`config.mk`:
```
export PLATFORM = sky130hd
export DESIGN_NAME = mux_hot_stream
export DESIGN_NICKNAME = d
export VERILOG_FILES = /design/src/rtl/mux_hot_stream.sv
export SDC_FILE = /design/constraint.sdc
export NUM_CORES = 1
export LEC_CHECK = 0
export CORE_MARGIN = 3
export CORE_UTILIZATION = 50
export DETAILED_ROUTE_END_ITERATION = 8
export GPL_TIMING_DRIVEN = 0
export PLACE_DENSITY_LB_ADDON = 0.12
export SYNTH_ARGS = -nofsm -noshare
export SYNTH_HDL_FRONTEND = slang
export SYNTH_SLANG_ARGS = --single-unit
```
`constraint.sdc`:
```
create_clock -name clk -period 3.1 [get_ports clk]
set_input_delay 0.465 -clock clk [delete_from_list [all_inputs] [get_ports clk]]
set_output_delay 0.465 -clock clk [all_outputs]
set_load 0.1 [all_outputs]
```
`src/rtl/mux_hot_stream.sv`:
```
`default_nettype none
// ============================================================================
// Module   : mux_hot_stream
// Brief    : One-hot selected valid/ready stream mux with a 2-entry skid
//            buffer, source tagging and a saturating illegal-select counter.
// Revision : 1.0 - initial release
// ============================================================================
module mux_hot_stream #(
    parameter  int INPUTS    = 2,
    parameter  int WIDTH     = 32,
    parameter  int ERR_CNT_W = 8,
    localparam int SRC_W     = (INPUTS > 1) ? $clog2(INPUTS) : 1
) (
    input  logic                 clk,
    input  logic                 rst_n,
    input  logic [WIDTH-1:0]     in_data [INPUTS],
    input  logic [INPUTS-1:0]    in_valid,
    output logic [INPUTS-1:0]    in_ready,
    input  logic [INPUTS-1:0]    sel,
    output logic [WIDTH-1:0]     out_data,
    output logic [SRC_W-1:0]     out_src,
    output logic                 out_valid,
    input  logic                 out_ready,
    output logic                 err_sel,
    output logic [ERR_CNT_W-1:0] err_cnt,
    input  logic                 err_clr
);

    logic                 w_nonzero;
    logic                 w_multi;
    logic                 w_legal;
    logic                 w_illegal;
    logic                 w_accept;
    logic                 w_drain;
    logic [SRC_W-1:0]     w_idx;
    logic [WIDTH-1:0]     w_beat;

    logic [WIDTH-1:0]     r_out_data;
    logic [SRC_W-1:0]     r_out_src;
    logic                 r_out_valid;
    logic [WIDTH-1:0]     r_skid_data;
    logic [SRC_W-1:0]     r_skid_src;
    logic                 r_skid_full;
    logic                 r_err_sel;
    logic [ERR_CNT_W-1:0] r_err_cnt;

    // Clearing the lowest set bit leaves something only when two or more bits are set.
    assign w_nonzero = |sel;
    assign w_multi   = |(sel & (sel - INPUTS'(1)));
    assign w_legal   = w_nonzero & ~w_multi;
    assign w_illegal = w_multi;

    always_comb begin
        w_idx  = '0;
        w_beat = '0;
        for (int i = 0; i < INPUTS; i++) begin
            if (sel[i]) begin
                w_idx  = SRC_W'(i);
                w_beat = in_data[i];
            end
        end
    end

    assign in_ready = (w_legal && !r_skid_full && rst_n) ? sel : '0;
    assign w_accept = |(in_valid & in_ready);
    assign w_drain  = ~r_out_valid | out_ready;

    always_ff @(posedge clk or negedge rst_n) begin
        if (!rst_n) begin
            r_out_data  <= '0;
            r_out_src   <= '0;
            r_out_valid <= 1'b0;
            r_skid_data <= '0;
            r_skid_src  <= '0;
            r_skid_full <= 1'b0;
        end else if (w_drain && r_skid_full) begin
            r_out_data  <= r_skid_data;
            r_out_src   <= r_skid_src;
            r_out_valid <= 1'b1;
            r_skid_full <= 1'b0;
        end else if (w_drain) begin
            r_out_valid <= w_accept;
            if (w_accept) begin
                r_out_data <= w_beat;
                r_out_src  <= w_idx;
            end
        end else if (w_accept) begin
            r_skid_data <= w_beat;
            r_skid_src  <= w_idx;
            r_skid_full <= 1'b1;
        end
    end

    always_ff @(posedge clk or negedge rst_n) begin
        if (!rst_n) begin
            r_err_sel <= 1'b0;
            r_err_cnt <= '0;
        end else begin
            r_err_sel <= w_illegal;
            if (err_clr) begin
                r_err_cnt <= '0;
            end else if (w_illegal && (r_err_cnt != {ERR_CNT_W{1'b1}})) begin
                r_err_cnt <= r_err_cnt + ERR_CNT_W'(1);
            end
        end
    end

    assign out_data  = r_out_data;
    assign out_src   = r_out_src;
    assign out_valid = r_out_valid;
    assign err_sel   = r_err_sel;
    assign err_cnt   = r_err_cnt;

endmodule
`default_nettype wire

```
* After elaboration in Yosys (flattened, before gate mapping)
Index checks and enable logic that the tools add are counted.
** Word-level totals
- Register bits :: 77
- Word-level logic and storage cells :: 51
- Input bits :: 72
- Output and inout port bits :: 45
** Cells by class
- Equality and inequality tests :: 2
- Reductions and logical operators :: 14
- $add $sub $neg :: 2
- Multiplexer cells :: 17
- Bitwise operators :: 8
** Operators with widths (count)
- two-way mux 32 bit :: 5
- two-way mux 8 bit :: 2
- two-way mux 1 bit :: 9
- adder 8 x 1 -> 8 bit, second input constant :: 1
- != test 8 bit, second input constant :: 1
- nonzero test 2 bit :: 3
- OR reduction 2 bit :: 3
- AND 2 bit :: 2
- logical AND 1 bit :: 4
- inverter 1 bit :: 4
- AND reduction 2 bit :: 2
- AND reduction 3 bit :: 1
- two-way mux 2 bit :: 1
- != test 2 x 1 -> 1 bit, second input constant :: 1
- subtractor 2 x 1 -> 2 bit, second input constant :: 1
- AND 1 bit :: 1
- logical NOT 1 bit :: 1
- OR 1 bit :: 1

* Depth between registers and ports, before layout
- Depth in word-level cells :: 13
- Gate-level depth with buffers :: 7
- Gate-level depth less buffers :: 5

* Worst setup path before layout
Ideal clock, no wire load.
- Path kind :: input to output
- Start :: input port sel[0]
- End :: output port in_ready[0]
- Path buffers :: 0
- Path slack :: 0.957 ns
- Arrival time :: 1.678 ns
- Data required time :: 2.635 ns
- Stages :: 4
- Path through :: ha_1 -> nand2_1 -> nor2_1 -> and2_1
** On the way
- Longest elaborated chain between the ends :: 8
- Elaborated cells on any way between the ends :: 9
- Classes of those cells :: 1 x add/sub; 1 x mux; 3 x bitwise; 4 x reduce/logical
** RTL lines
- start, declared :: RTL line 19 : input logic [INPUTS-1:0] sel,
- subtractor 2 x 1 -> 2 bit :: RTL line 49 : assign w_multi = |(sel & (sel - INPUTS'(1)));
- AND 2 bit :: RTL line 49
- OR reduction 2 bit :: RTL line 49
- inverter 1 bit :: RTL line 50 : assign w_legal = w_nonzero & ~w_multi;
- AND 1 bit :: RTL line 50
- logical AND 1 bit (2 in series) :: RTL line 64 : assign in_ready = (w_legal && !r_skid_full && rst_n) ? sel : '0;
- two-way mux 2 bit * :: RTL line 64
- end, declared :: RTL line 18 : output logic [INPUTS-1:0] in_ready,
Every way passes the cells marked *; elsewhere a longest branch is shown, timed or not.

* Final worst setup path
- Start :: input port sel[1]
- End :: output port in_ready[1]
The elaborated chain is that of the path after synthesis.

==> metrics.cfg <==
[floorplan]
ioPinCount = 117
initial_core_util_pct = 52.5
die-area_mm2 = 0.00831
die_y_um = 91.2
core_mm2 = 0.00691
floorplan.die.width_um = 91.2
rows = 30

[worst_setup_path]
cpPeakStageDelay_ps = 560
worstPathArrival_ps = 2450
r2r_slack_ps = 1210
crit_chain = clkdlybuf4s50_1 -> buf_2 -> clkbuf_1 -> and2_1 -> clkdlybuf4s15_2
cp-end-kind = primary output
crit_slowest_cell = clkdlybuf4s15_2
cp-start-kind = primary input
path_class = in2out
critPathMaxFanout = 10
worstPathRequired_ps = 2630
cp_top_family = buffers and inverters
critPathBufInv = 4

[synthesis]
syn_inst = 348
ys_ff_latch = 77
post_synth.cell_area_avg_um2 = 10.4
synthArstFlopShare_pct = 100
ys_seq_area_share_pct = 53.1
ys.flop_type = dfrtp_1
synth_top_area_share_pct = 53.1
yosys-top-cells-area = dfrtp_1, mux2_2, a22oi_1, a21oi_1, o21ai_0
syn_area_mm2 = 0.00363
ys_types = 29
synth_commonest_cells = dfrtp_1, mux2_2, nor2_1, a21oi_1, o21ai_0
synth_largest_area_cell = dfrtp_1
yosysWarningCount = 0
syn_nets = 422
synth_most_common_cell = dfrtp_1
synth_edf_count = 0

[cells_and_area]
syn2layout_area_growth_pct = 42.2
fill_cells = 523
diodes = 0
nets = 549
drive_gt1_share_pct = 15.4
final_cells = 576

[global_route]
grt_max_degree = 47
grt_pass1_vias = 3228
grt_pass1_wl_um = 15600
grt.overflow.total = 0
gr-usage-all-layers_pct = 23.6
antenna_found_initial = 0

[detailed_routing]
post_drt_via_cell_ratio = 5.49
antenna_left = 0
firstDrtPassIters = 4
drt_wl_total_um = 9510
drc = 0
drt-initial-drc-count = 194
wl_per_cell_um = 16.5
num_vias = 3165

[sta]
slew_violations = 0
setup_viol = 0
min_period_over_period_pct = 93.9
fmaxAchievable_ghz = 0.343
clock-skew-final_ps = 5.84
grt_setup_unrepaired = false
hold_viol = 0
period_minus_slack_ps = 2910
slew_headroom_pct = 33.7
worstMarginPinSlew_ps = 992
tns_ps = 0

[power]
p_comb_share_pct = 44.6
p_seq_share_pct = 34.1
switching_share_pct = 44.1
clock_power_share_pct = 21.2
irDropWorstVdd_uv = 486
leakagePower_uw = 0.00216
switching_power_uw = 1900
internal-power_uw = 2410
power.density_mw_per_mm2 = 835

[clocking]
clk_latency_ps = 350
numCtsBuffers = 9
cts-root-buf = clkbuf_8
clk_pin_slew_ps = 80
max-clock-path-buffers = 2
clkSinkCount = 77
tritoncts = done
cts_setup_buffers = 0
htree_levels = 3
holdBufCountCts = 0

[placement]
place.gp.congestion = 0.793
hpwl_um = 6850
io_buffers = 115
place_inst = 560

[hold_path]
hp-class = in2async

[status]
status = completed

[run]
cap_violations = 0

==> sequential cells by signal (all words and copies together), names as in the netlist <==
| signal | cells |
|---|---|
| err_cnt | 8 |
| err_sel | 1 |
| out_data | 32 |
| out_src | 1 |
| out_valid | 1 |
| r_skid_data | 32 |
| r_skid_full | 1 |
| r_skid_src | 1 |
==> stage by stage <==
step	power, uW	hold slack (ps)	instance area, um^2	setup WS [ps]	util, %
finish	4310	49.4	5160	188	74.7
global route	4480	79.0	5160	130	74.7
CTS	4330	65.0	5160	12.1	74.8
detailed placement	3420	438	4920	-360	71.3
global placement	3370	484	4900	-2950	70.9
floorplan	2880	169	3630	957	-
==> per-layer routing <==
layer  global-route usage [%]  vias up  wire (um)
met2                     38.2      108       4650
met3                     5.30       15        509
li1                         -     1507          -
met1                     30.6     1535       4170
met5                        0        -          0
met4                     9.92        0        182
==> layout make-up <==
cell class	count	area [um^2]	share of cell area, %
multi-input cells	240	1560	30.2
inverters	2	7.51	0.145
repair buffers	116	1170	22.7
plain buffers	29	136	2.64
clock inverters	4	95.1	1.84
well taps	96	120	2.33
flip-flops and latches	77	1930	37.3
clock buffers	12	145	2.81
==> worst paths after layout <==
check,endpoint,from,depth (start not counted)
setup / recovery,in_ready[1],sel[1],5
hold / removal,err_cnt[5],rst_n,1
setup reg to reg,out_data[22],out_valid,7
hold reg to reg,out_data[26],out_data[26],1
max in group asynchronous,out_data[31],rst_n,2
min in group clk,err_cnt[5],err_clr,2
==> kinds of logic after synthesis <==
logic type                 count (synthesis)  share of synthesized area (%)
AOI/OAI and AO/OA                        105                           17.2
and+or+nand+nor                           89                           11.7
DFF                                       77                           53.1
muxes                                     40                           12.4
buffers and inverters                     31                           3.97
xor gates and xnor gates                   4                          0.965
adders and majority gates                  2                          0.690
==> cells in the final DEF (no fill, tap or decap), drive strengths merged <==
cell type | Yosys | routed
ha | 2 | 2
bufinv | 0 | 3
mux2i | 1 | 1
nand2b | 1 | 1
and2 | 5 | 5
clkinv | 0 | 1
o211ai | 2 | 2
nand2 | 7 | 7
clkdlybuf4s50 | 0 | 112
and4 | 1 | 1
nor2b | 2 | 2
dfrtp | 77 | 77
buf | 14 | 16
nor2 | 38 | 38
o21ai | 34 | 34
a211oi | 1 | 1
mux2 | 39 | 39
nand4 | 1 | 1
o21ba | 1 | 1
clkdlybuf4s15 | 0 | 1
a22oi | 31 | 31
xor2 | 4 | 4
nand3 | 31 | 31
inv | 2 | 2
nor4 | 1 | 1
clkbuf | 15 | 28
and3 | 2 | 2
a21oi | 34 | 34
a311oi | 2 | 2
==> power groups by stage <==
stage	sequential, uW	clock (uW)	combinational [uW]
2_1_floorplan	2510	0	374
5_1_grt	1510	964	2010
4_1_cts	1470	925	1940
3_3_place_gp	1470	0	1900
6_report	1470	915	1920
3_5_place_dp	1490	0	1930
==> repair_timing <==
action | in CTS | in global routing
cloned | 0 | 0
resized for setup | 4 | 2
setup endpoints to repair | 2 | 1
(Power assumes the default switching activity.)
